File: src/rtl/div_ctrl.sv
// Iterative restoring divide sequencer for the execute stage.
// Produces one quotient bit per cycle and stalls F/D/E while a divide is in flight.
module div_ctrl #(
  parameter int WIDTH = 32
) (
  input  logic             clk,
  input  logic             rst,
  input  logic             div_startE,
  input  logic             div_signedE,
  input  logic [WIDTH-1:0] srcaE,
  input  logic [WIDTH-1:0] srcbE,
  input  logic             annulM,
  output logic             stall_divE,
  output logic             div_doneE,
  output logic [WIDTH-1:0] hi_divE,
  output logic [WIDTH-1:0] lo_divE
);
  typedef enum logic [1:0] {IDLE, BUSY, DONE} state_t;

  localparam logic [5:0] LAST_ITER = 6'(WIDTH - 1);

  state_t           state_q, state_d;
  logic [5:0]       cnt_q, cnt_d;
  logic [WIDTH:0]   rem_q, rem_d;
  logic [WIDTH-1:0] quo_q, quo_d;
  logic [WIDTH-1:0] dvs_q, dvs_d;
  logic [WIDTH-1:0] hi_q, hi_d;
  logic [WIDTH-1:0] lo_q, lo_d;
  logic             neg_q_q, neg_q_d;
  logic             neg_r_q, neg_r_d;
  logic             done_q, done_d;

  logic [WIDTH-1:0] mag_a, mag_b;
  logic [WIDTH+1:0] rem_sh, trial;
  logic [WIDTH:0]   rem_nx;
  logic [WIDTH-1:0] quo_nx;

  always_comb begin
    mag_a = (div_signedE & srcaE[WIDTH-1]) ? -srcaE : srcaE;
    mag_b = (div_signedE & srcbE[WIDTH-1]) ? -srcbE : srcbE;

    // One restoring step; bit WIDTH+1 of the trial is the borrow.
    rem_sh = {rem_q, quo_q[WIDTH-1]};
    trial  = rem_sh - {2'b00, dvs_q};
    if (!trial[WIDTH+1]) begin
      rem_nx = trial[WIDTH:0];
      quo_nx = {quo_q[WIDTH-2:0], 1'b1};
    end else begin
      rem_nx = rem_sh[WIDTH:0];
      quo_nx = {quo_q[WIDTH-2:0], 1'b0};
    end

    state_d = state_q;
    cnt_d   = cnt_q;
    rem_d   = rem_q;
    quo_d   = quo_q;
    dvs_d   = dvs_q;
    hi_d    = hi_q;
    lo_d    = lo_q;
    neg_q_d = neg_q_q;
    neg_r_d = neg_r_q;
    done_d  = 1'b0;

    case (state_q)
      IDLE: begin
        if (div_startE) begin
          neg_q_d = div_signedE & (srcaE[WIDTH-1] ^ srcbE[WIDTH-1]);
          neg_r_d = div_signedE & srcaE[WIDTH-1];
          dvs_d   = mag_b;
          quo_d   = mag_a;
          rem_d   = '0;
          cnt_d   = '0;
          if (srcbE == '0) begin
            lo_d    = '1;
            hi_d    = srcaE;
            done_d  = 1'b1;
            state_d = DONE;
          end else begin
            state_d = BUSY;
          end
        end
      end
      BUSY: begin
        rem_d = rem_nx;
        quo_d = quo_nx;
        cnt_d = cnt_q + 6'd1;
        if (cnt_q == LAST_ITER) begin
          lo_d    = neg_q_q ? -quo_nx : quo_nx;
          hi_d    = neg_r_q ? -rem_nx[WIDTH-1:0] : rem_nx[WIDTH-1:0];
          done_d  = 1'b1;
          state_d = DONE;
        end
      end
      DONE:    state_d = IDLE;
      default: state_d = IDLE;
    endcase

    // A flush wins over everything, including a completion in the same cycle.
    if (annulM) begin
      state_d = IDLE;
      done_d  = 1'b0;
      hi_d    = hi_q;
      lo_d    = lo_q;
    end
  end

  always_ff @(posedge clk) begin
    if (rst) begin
      state_q <= IDLE;
      cnt_q   <= '0;
      rem_q   <= '0;
      quo_q   <= '0;
      dvs_q   <= '0;
      hi_q    <= '0;
      lo_q    <= '0;
      neg_q_q <= 1'b0;
      neg_r_q <= 1'b0;
      done_q  <= 1'b0;
    end else begin
      state_q <= state_d;
      cnt_q   <= cnt_d;
      rem_q   <= rem_d;
      quo_q   <= quo_d;
      dvs_q   <= dvs_d;
      hi_q    <= hi_d;
      lo_q    <= lo_d;
      neg_q_q <= neg_q_d;
      neg_r_q <= neg_r_d;
      done_q  <= done_d;
    end
  end

  assign stall_divE = !annulM & (((state_q == IDLE) & div_startE) | (state_q == BUSY));
  assign div_doneE  = done_q;
  assign hi_divE    = hi_q;
  assign lo_divE    = lo_q;

endmodule

File: config.mk
export PLATFORM = sky130hd
export DESIGN_NAME = div_ctrl
export DESIGN_NICKNAME = d
export VERILOG_FILES = /design/src/rtl/div_ctrl.sv
export SDC_FILE = /design/constraint.sdc
export NUM_CORES = 1
export LEC_CHECK = 0
export ABC_AREA = 1
export CORE_UTILIZATION = 35
export DETAILED_ROUTE_END_ITERATION = 7
export PLACE_DENSITY = 0.63
export SLEW_MARGIN = 20
export SYNTH_ARGS = -nofsm -noshare
export SYNTH_HDL_FRONTEND = slang
export SYNTH_SLANG_ARGS = --single-unit
export TNS_END_PERCENT = 20
File: constraint.sdc
create_clock -name clk -period 11 [get_ports clk]
set_input_delay 2.2 -clock clk [delete_from_list [all_inputs] [get_ports clk]]
set_output_delay 2.2 -clock clk [all_outputs]
set_load 0.005 [all_outputs]
==> results.toml, run 1 <==
[timing]
setup_viol = 0
fin_skew_ns = 0.0140
worst_pin_slew_ns = 1.04
setup_tns_ns = 0
max_freq_mhz = 155
slew_headroom_pct = 30.6
rsz0062_at_grt = "no"
fin_crit_sh_pct = 58.8
slew_violations = 0
hold_viol_final = 0
final.min_clock_period_ns = 6.47

[synthesis]
syn_area_um2 = 12500
synth_edf_count = 0
syn_avg_cell_area_um2 = 6.24
ys_ff_latch = 172
syn-num-nets = 2111
postSynthCellCount = 2004
yosys_warnings = 0
synth_top_cell_area_share_pct = 27.5
yosysUniqueCellTypes = 56
synth_area_leaders = "dfxtp_1 28%, nand2_1 14%, inv_1 7.4%"
synth_ff_type = "dfxtp_1"
yosys.area.top_type = "dfxtp_1"
synthArstFlopShare_pct = 0
ys_seq_area_share_pct = 27.5

[power]
powerDensity_nw_per_um2 = 117
p_sw_w = 0.000579
ir_worst_vdd_v = 0.000109
power_frac_seq_pct = 39.2
p_total_w = 0.00173
combPwrFrac_pct = 22.8
p_leak_nw = 6.58
netSwitchingFraction_pct = 33.6
p_clk_share_pct = 38.0
p_int_w = 0.00115

[global_routing]
track_usage_pct = 24.5
grt_pass1_wl_um = 69600
globalRoute.totalOverflow = 0
grt_max_degree = 87
antenna_found_initial = 0
first_global_vias = 12800

[run]
maxCapViolations = 0

[hold_path]
hold_path_end = "hi_divE[24]"
holdPathStages = 2
min_path_type = "reg -> reg"
holdCritStartpoint = "hi_divE[24]"

[die]
start_util_pct = 35.9
die_area_um2 = 36500
fp.coreArea_um2 = 34900
io_pins = 135
die_h_um = 191
rows = 68
fp.dieW_um = 191

[worst_setup_path]
reg2reg_to = "lo_divE[30]"
start_kind = "input pin"
ff2ff_path_depth = 25
end_kind = "output pin"
cp_max_fo = 27
timing.rr.start = "dvs_q[26]"
reg2reg_slack_ns = 6.05
arrival_ns = 4.27
required_ns = 8.80
criticalPathCategory = "in -> out"

[clock_tree]
root_buffer = "clkbuf_16"
clock_path_buffers = 2
cts_hold_buf = 0
post-cts-setup-buffers = 0
tritoncts = "done"
h-tree-depth = 4
clock_sinks = 172
clkTransAtPathRegs_ns = 0.07
insertion_delay_ns = 0.46
cts-buffers-inserted = 17
cts_resized = 0

[cells_and_area]
fillCellCount = 3722
n_antenna_cell = 0
nNetsFinal = 2192
stdcell_area_um2 = 14800
final_layout_size_suffix_gt1_share_pct = 6.15
syn_to_final_growth_pct = 17.9
instances_no_fill = 2553

[drt]
vias = 13700
via_per_inst = 5.37
drt-pass1-iter-count = 5
drt-wirelength-per-cell_um = 17.5
first_iter_violations = 1071
wl_um = 44600
antenna_left = 0
drc = 0

[placement]
io_buffers = 134
place_area_um2 = 14100
gp_congestion = 0.924
dp_hpwl_um = 33700
dp_cells = 2521

[status]
status = "finished, final reports clean"
[synth_stat cells (12+ instances only)]
master and number:
a221oi_1 13, xor2_1 27, o21ai_0 151, o211ai_1 19, nand2_1 481, a21oi_1 181, o21ai_1 17, nand4_1 32
nor2_1 188, nor2_2 14, o221ai_1 22, nand3_1 128, nor3_1 25, xnor2_1 22, a31oi_1 23, o31ai_1 12
dfxtp_1 172, clkbuf_1 63, nand2_2 19, inv_1 246, ha_1 37
[routing by layer]
metal	track usage, %	up-vias	wire (um)	share of wire, %
met2	39.5	400	19900	45
met1	34.0	6395	21500	48
met4	6.47	0	954	2.1
li1	-	6849	-	-
met3	3.18	60	2190	4.9
met5	0	-	0	0
[area by class of cell]
type	count	area, um2	share of cell area [%]
clock buffers	17	425	2.88
well taps	455	569	3.86
flip-flops and latches	172	3440	23.3
repair buffers	144	1410	9.58
clock inverters	15	186	1.26
inverters	257	967	6.55
multi-input cells	1493	7750	52.5
[worst max path at each step]
stage	slack, ns	startpoint	to
finish	4.53	div_startE	stall_divE
global route	4.39	div_startE	stall_divE
CTS	4.54	div_startE	stall_divE
detailed placement	4.55	div_startE	stall_divE
global placement	4.56	div_startE	stall_divE
floorplan	5.60	div_startE	stall_divE
[per-stage QoR]
step	hold slack [ns]	setup WS, ns	util [%]
after detailed placement	0.456	4.55	40.5
after global routing	0.490	4.39	42.3
after floorplan	0.456	5.60	-
final	0.468	4.53	42.3
after CTS	0.466	4.54	42.3
after global placement	0.452	4.56	40.5
[registers in the layout, indices dropped and copies added (netlist names)]
name / count
cnt_q: 6
lo_divE: 32
hi_divE: 32
neg_q_q: 1
quo_q: 32
state_q: 2
div_doneE: 1
rem_q: 33
dvs_q: 32
neg_r_q: 1
[cells by family (layout without fill, tap and decap cells)]
family	after synthesis	after routing	share of synthesized area, %
XOR/XNOR	49	49	3.43
AND/OR/NAND/NOR	935	935	32.9
multiplexers	1	1	0.0800
buffers and inverters	339	433	10.7
adder cells (fa/ha/maj)	38	38	3.86
flip-flops	172	172	27.5
AO/OA/AOI/OAI	470	470	21.5
[worst max-delay path, cell delays in order]
cell,delay [ns]
clkdlybuf4s50_1,0.48
nand2_1,0.61
inv_1,0.34
nor2_4,0.04
nor2_1,0.08
clkdlybuf4s50_1,0.50
[power by group through the flow]
stage          clock [W]  combinational [W]  sequential (W)
6_report        0.000657           0.000393        0.000677
5_1_grt         0.000691           0.000436        0.000680
4_1_cts         0.000664           0.000389        0.000677
3_5_place_dp           0           0.000387        0.000691
3_3_place_gp           0           0.000384        0.000690
2_1_floorplan          0           0.000257        0.000682
[cells in the final DEF (no fill, tap or decap), types with 5 or more instances in the layout]
master	Yosys	routed
a21oi_1	181	181
a221oi_1	13	13
a31oi_1	23	23
buf_4	0	11
clkbuf_16	0	17
clkdlybuf4s50_1	0	133
dfxtp_1	172	172
ha_1	37	37
inv_1	246	244
inv_2	7	9
nand2_1	481	481
nand2_2	19	19
nand2_4	5	5
nand3_1	128	128
nand3_2	7	7
nand4_1	32	32
nor2_1	188	185
nor2_2	14	14
nor2_4	5	8
nor3_1	25	25
nor4_1	8	8
o211ai_1	19	19
o21ai_0	151	151
o21ai_1	17	17
o21ai_2	8	8
o221ai_1	22	22
o22ai_1	7	7
o31ai_1	12	12
or2_2	5	5
xnor2_1	22	22
xor2_1	27	27
Note: power is estimated with default switching activity, not from simulation.
==> run 2, diff against run 1 <==
==> constraint.sdc (replaced) <==
create_clock -name clk -period 6.32 [get_ports clk]
set_input_delay 1.264 -clock clk [delete_from_list [all_inputs] [get_ports clk]]
set_output_delay 1.264 -clock clk [all_outputs]
set_load 0.005 [all_outputs]
==> results.toml, run 2 (synthesis gave the netlist of run 1 again) <==
[worst_setup_path]
cp_common_cell = "inv_1"
required_ns = 6.72
criticalPathCategory = "reg -> reg"
cp_top_family = "simple AND/OR/NAND/NOR gates"
start_kind = "flop"
end_kind = "flop"
crit_buf_inv = 5
slowest_stage = "nor4_1"
cpPeakStageDelay_ns = 0.51
arrival_ns = 4.99
cp_max_fo = 30

[die]
fp.coreArea_um2 = 34900
fp.dieW_um = 191
die_h_um = 191
die_area_um2 = 36500
start_util_pct = 35.9
rows = 68
io_pins = 135

[clock_tree]
cts_resized = 0
cts_hold_buf = 0
cts-buffers-inserted = 17
insertion_delay_ns = 0.46
clock_path_buffers = 2
h-tree-depth = 4
clock_sinks = 172
root_buffer = "clkbuf_16"
tritoncts = "done"
clkTransAtPathRegs_ns = 0.07
post-cts-setup-buffers = 0

[power]
combPwrFrac_pct = 23.3
p_int_w = 0.00194
netSwitchingFraction_pct = 34.1
power_frac_seq_pct = 40.0
p_total_w = 0.00295
powerDensity_nw_per_um2 = 200
ir_worst_vdd_v = 0.000188
p_sw_w = 0.00101
p_clk_share_pct = 36.8
p_leak_nw = 6.60

[cells_and_area]
nNetsFinal = 2196
stdcell_area_um2 = 14800
final_common_cell = "nand2_1"
final_layout_size_suffix_gt1_share_pct = 6.33
largest_reg_flops = 33
regMostFlops = "rem_q"
n_antenna_cell = 0
final_cell_mix = "481 x nand2_1, 244 x inv_1, 185 x nor2_1, 181 x a21oi_1, 172 x dfxtp_1"
instances_no_fill = 2557
syn_to_final_growth_pct = 18.0

[timing]
slew_violations = 0
fin_skew_ns = 0.0116
final.min_clock_period_ns = 4.59
slew_headroom_pct = 34.5
fin_crit_sh_pct = 72.7
max_freq_mhz = 218
hold_viol_final = 0
setup_tns_ns = 0
rsz0062_at_grt = "no"
setup_viol = 0
worst_pin_slew_ns = 0.976

[drt]
via_per_inst = 5.31
wl_um = 45000
drc = 0
vias = 13600
antenna_left = 0
first_iter_violations = 1064
drt-wirelength-per-cell_um = 17.6
drt-pass1-iter-count = 5

[global_routing]
grtUsageMet3_pct = 3.69
antenna_found_initial = 1
grt_max_degree = 87
grt_pass1_wl_um = 69700
globalRoute.totalOverflow = 0
track_usage_pct = 24.6
grt_util_met2_pct = 39.4
top_usage_layer = "met2"
gr-usage-met1_pct = 34.3
first_global_vias = 12500

[placement]
dp_hpwl_um = 34300
dp_cells = 2525
io_buffers = 134
gp_congestion = 0.924
place_area_um2 = 14200

[run]
maxCapViolations = 0

[status]
status = "finished, final reports clean"

[hold_path]
min_path_type = "reg -> reg"
## run 2: changes by cell type in the layout (fill, tap and decap cells not counted), sizes merged
cell	before	now
clkinv	7	12
bufinv	3	1
clkinvlp	3	0
inv	259	257
buf	11	15
clkbuf	17	19
## run 2: worst reg2reg max path: stages, from the launching register on
cell and delay, ns:
dfxtp_1 0.31, inv_1 0.10, ha_1 0.37, a21o_1 0.23, nor2_2 0.14, nand2_1 0.12
a21oi_4 0.25, nand3_2 0.19, nand2_4 0.39, ha_1 0.28, nand3_1 0.10, inv_1 0.08
nand3_1 0.09, inv_1 0.08, nand3_1 0.08, inv_1 0.08, nand3_1 0.12, nor4_1 0.51
nand2_1 0.10, nand2_1 0.11, o21ai_0 0.14, a21oi_1 0.22, a21oi_1 0.09, o21ai_0 0.17
o21ai_0 0.12, inv_1 0.07
## run 2: cell type report
| type | instances | area [um2] |
|---|---|---|
| fill | 3795 | 20100 |
| multi-input combinational | 1493 | 7750 |
| sequential | 172 | 3440 |
| timing repair buffer | 148 | 1440 |
| inverter | 257 | 965 |
| tap | 455 | 569 |
| clock buffer | 19 | 453 |
| clock inverter | 13 | 136 |
## run 2: path summary, 6_finish.rpt
kind | slack, ns | endpoint | cells past startpoint | startpoint
worst max-delay path | 1.73 | lo_divE[26] | 25 | dvs_q[24]
worst min register to register | 0.47 | lo_divE[25] | 2 | lo_divE[25]
worst min-delay path | 0.47 | lo_divE[25] | 2 | lo_divE[25]
worst max register to register | 1.73 | lo_divE[26] | 25 | dvs_q[24]
## run 2: per-stage QoR
stage               hold slack, ns  utilization (%)  worst slack, ns
finish                       0.466             42.3             1.73
global route                 0.484             42.3             1.23
CTS                          0.468             42.3             1.82
detailed placement           0.457             40.6             1.62
global placement             0.454             40.6             1.75
floorplan                    0.456                -             2.60
## run 2: power by group through the flow
stage | registers (W) | clock network (W) | logic, W
2_1_floorplan | 0.00119 | 0 | 0.000446
3_3_place_gp | 0.00120 | 0 | 0.000672
3_5_place_dp | 0.00120 | 0 | 0.000675
4_1_cts | 0.00118 | 0.00110 | 0.000679
5_1_grt | 0.00118 | 0.00114 | 0.000759
6_report | 0.00118 | 0.00108 | 0.000686
## run 2: routing by layer
layer | vias to the layer above | part of all wire, % | wire [um]
li1 | 6842 | - | -
met1 | 6237 | 47 | 21300
met2 | 457 | 45 | 20100
met3 | 44 | 6.2 | 2770
met4 | 0 | 1.7 | 767
met5 | - | 0 | 0
==> run 3, diff against run 2 <==
==> constraint.sdc (replaced) <==
create_clock -name clk -period 4.3 [get_ports clk]
set_input_delay 0.86 -clock clk [delete_from_list [all_inputs] [get_ports clk]]
set_output_delay 0.86 -clock clk [all_outputs]
set_load 0.005 [all_outputs]
==> results.toml, run 3 (synthesis gave the netlist of run 1 again) <==
[timing]
slew_violations = 0
setup_tns_ns = 0
holdWs_ns = 0.467
setup_viol = 0
slew_headroom_pct = 24.5
rsz0062_at_grt = "no"
final.min_clock_period_ns = 3.93
hold_viol_final = 0
worst_pin_slew_ns = 1.13
max_freq_mhz = 255
fin_crit_sh_pct = 91.3
fin_skew_ns = 0.0121
setup_slack_ns = 0.374

[die]
fp.dieW_um = 191
io_pins = 135
fp.coreArea_um2 = 34900
rows = 68
die_h_um = 191
die_area_um2 = 36500
start_util_pct = 35.9

[power]
p_int_w = 0.00291
p_leak_nw = 6.65
netSwitchingFraction_pct = 33.9
p_total_w = 0.00440
p_clk_share_pct = 37.0
power_frac_seq_pct = 39.3
p_sw_w = 0.00149
ir_worst_vdd_v = 0.000302
powerDensity_nw_per_um2 = 295
combPwrFrac_pct = 23.7

[run]
maxCapViolations = 0

[worst_setup_path]
start_kind = "flop"
required_ns = 4.68
end_kind = "flop"
criticalPathCategory = "reg -> reg"
ff2ff_path_depth = 26
arrival_ns = 4.31
reg2reg_to = "lo_divE[30]"
reg2reg_slack_ns = 0.37
cp_max_fo = 4
timing.rr.start = "dvs_q[10]"

[drt]
drt-wirelength-per-cell_um = 17.7
antenna_left = 0
drt-pass1-iter-count = 5
first_iter_violations = 1199
via_per_inst = 5.35
drc = 0
vias = 13700
wl_um = 45600

[cells_and_area]
final_cell_mix = "481 x nand2_1, 244 x inv_1, 183 x nor2_1, 180 x a21oi_1, 172 x dfxtp_1"
syn_to_final_growth_pct = 19.3
final_common_cell = "nand2_1"
regMostFlops = "rem_q"
largest_reg_flops = 33
final_layout_size_suffix_gt1_share_pct = 7.34
fillCellCount = 3753
n_antenna_cell = 0
nNetsFinal = 2207

[clock_tree]
root_buffer = "clkbuf_16"
tritoncts = "done"
clkTransAtPathRegs_ns = 0.07
insertion_delay_ns = 0.46
h-tree-depth = 4
clock_path_buffers = 2
clock_sinks = 172
cts-buffers-inserted = 17

[placement]
pre_cts_slack_ns = 0.216
gp_congestion = 0.928
dp_hpwl_um = 34500
io_buffers = 134

[hold_path]
holdPathStages = 2
holdCritStartpoint = "lo_divE[9]"
hold_path_end = "lo_divE[9]"
min_path_type = "reg -> reg"

[global_routing]
first_global_vias = 12800
grt_max_degree = 90
grt_pass1_wl_um = 70900
antenna_found_initial = 1
globalRoute.totalOverflow = 0
track_usage_pct = 25.1

[status]
status = "finished, final reports clean"
==> run 3: changes by cell type in the layout (fill, tap and decap cells not counted), moves of 3 or more <==
| cell | before | now |
|---|---|---|
| buf_4 | 15 | 25 |
| ha_4 | 0 | 3 |
| clkinv_4 | 5 | 2 |
| inv_6 | 1 | 6 |
| ha_1 | 37 | 29 |
| ha_2 | 0 | 5 |
==> run 3: what timing repair did <==
item                       CTS  global route
buffers inserted             0             0
setup endpoints to repair    0             2
resized for setup            0            13
hold buffers                 0             0
==> run 3: power by group through the flow <==
stage,sequential [W],combinational [W],clock (W)
3_5_place_dp,0.00176,0.00101,0
4_1_cts,0.00173,0.00102,0.00165
2_1_floorplan,0.00175,0.000656,0
3_3_place_gp,0.00176,0.00101,0
5_1_grt,0.00174,0.00115,0.00172
6_report,0.00173,0.00104,0.00163
==> run 3: final cells by class <==
class                      count  area (um2)  area share (%)
clock inverter                14         155            1.04
timing repair buffer         159        1540            10.3
sequential                   172        3440            23.1
clock buffer                  18         439            2.94
tap                          455         569            3.81
inverter                     257         965            6.46
multi-input combinational   1493        7810            52.4
==> run 3: critical path: stages, from the launching register on <==
cell and delay [ns]:
dfxtp_1 0.34, inv_1 0.06, ha_1 0.33, a21oi_1 0.27, o21ai_0 0.16, a21oi_1 0.19, nand2_2 0.10, nand2_4 0.10
nand3_2 0.11, nand2_4 0.12, ha_1 0.19, nand3_1 0.12, inv_1 0.08, nand3_1 0.09, inv_1 0.08, nand3_1 0.09
inv_1 0.08, nand3_1 0.11, nor4_1 0.20, buf_4 0.18, nand2_1 0.05, nand2_1 0.09, o21ai_1 0.13, a21oi_2 0.17
o21ai_0 0.12, xor2_1 0.15, a21oi_1 0.13
==> run 3: layer usage <==
layer	part of all wire (%)	vias to the layer above	global-route usage (%)
met2	45	498	40.4
met3	6.8	46	4.28
li1	-	6852	-
met1	47	6341	34.4
met5	0	-	0
met4	1.9	0	6.75
==> run 3: how the worst max path moves through the flow <==
stage / cells after the start / from / slack, ns / to
after floorplan: 29 / dvs_q[4] / 0.58 / lo_divE[30]
after global placement: 17 / srcbE[0] / 0.30 / hi_divE[22]
after detailed placement: 17 / srcbE[0] / 0.22 / hi_divE[22]
after CTS: 27 / dvs_q[19] / 0.30 / lo_divE[30]
after global routing: 31 / dvs_q[2] / 0.006 / lo_divE[30]
final: 26 / dvs_q[10] / 0.37 / lo_divE[30]
==> run 3: through the flow <==
stage               cell area (um2)  std cells  utilization (%)
floorplan                     12500       2004                -
global placement              14300       2536             40.9
detailed placement            14300       2536             40.9
CTS                           14900       2568             42.6
global route                  14900       2568             42.8
finish                        14900       2568             42.8
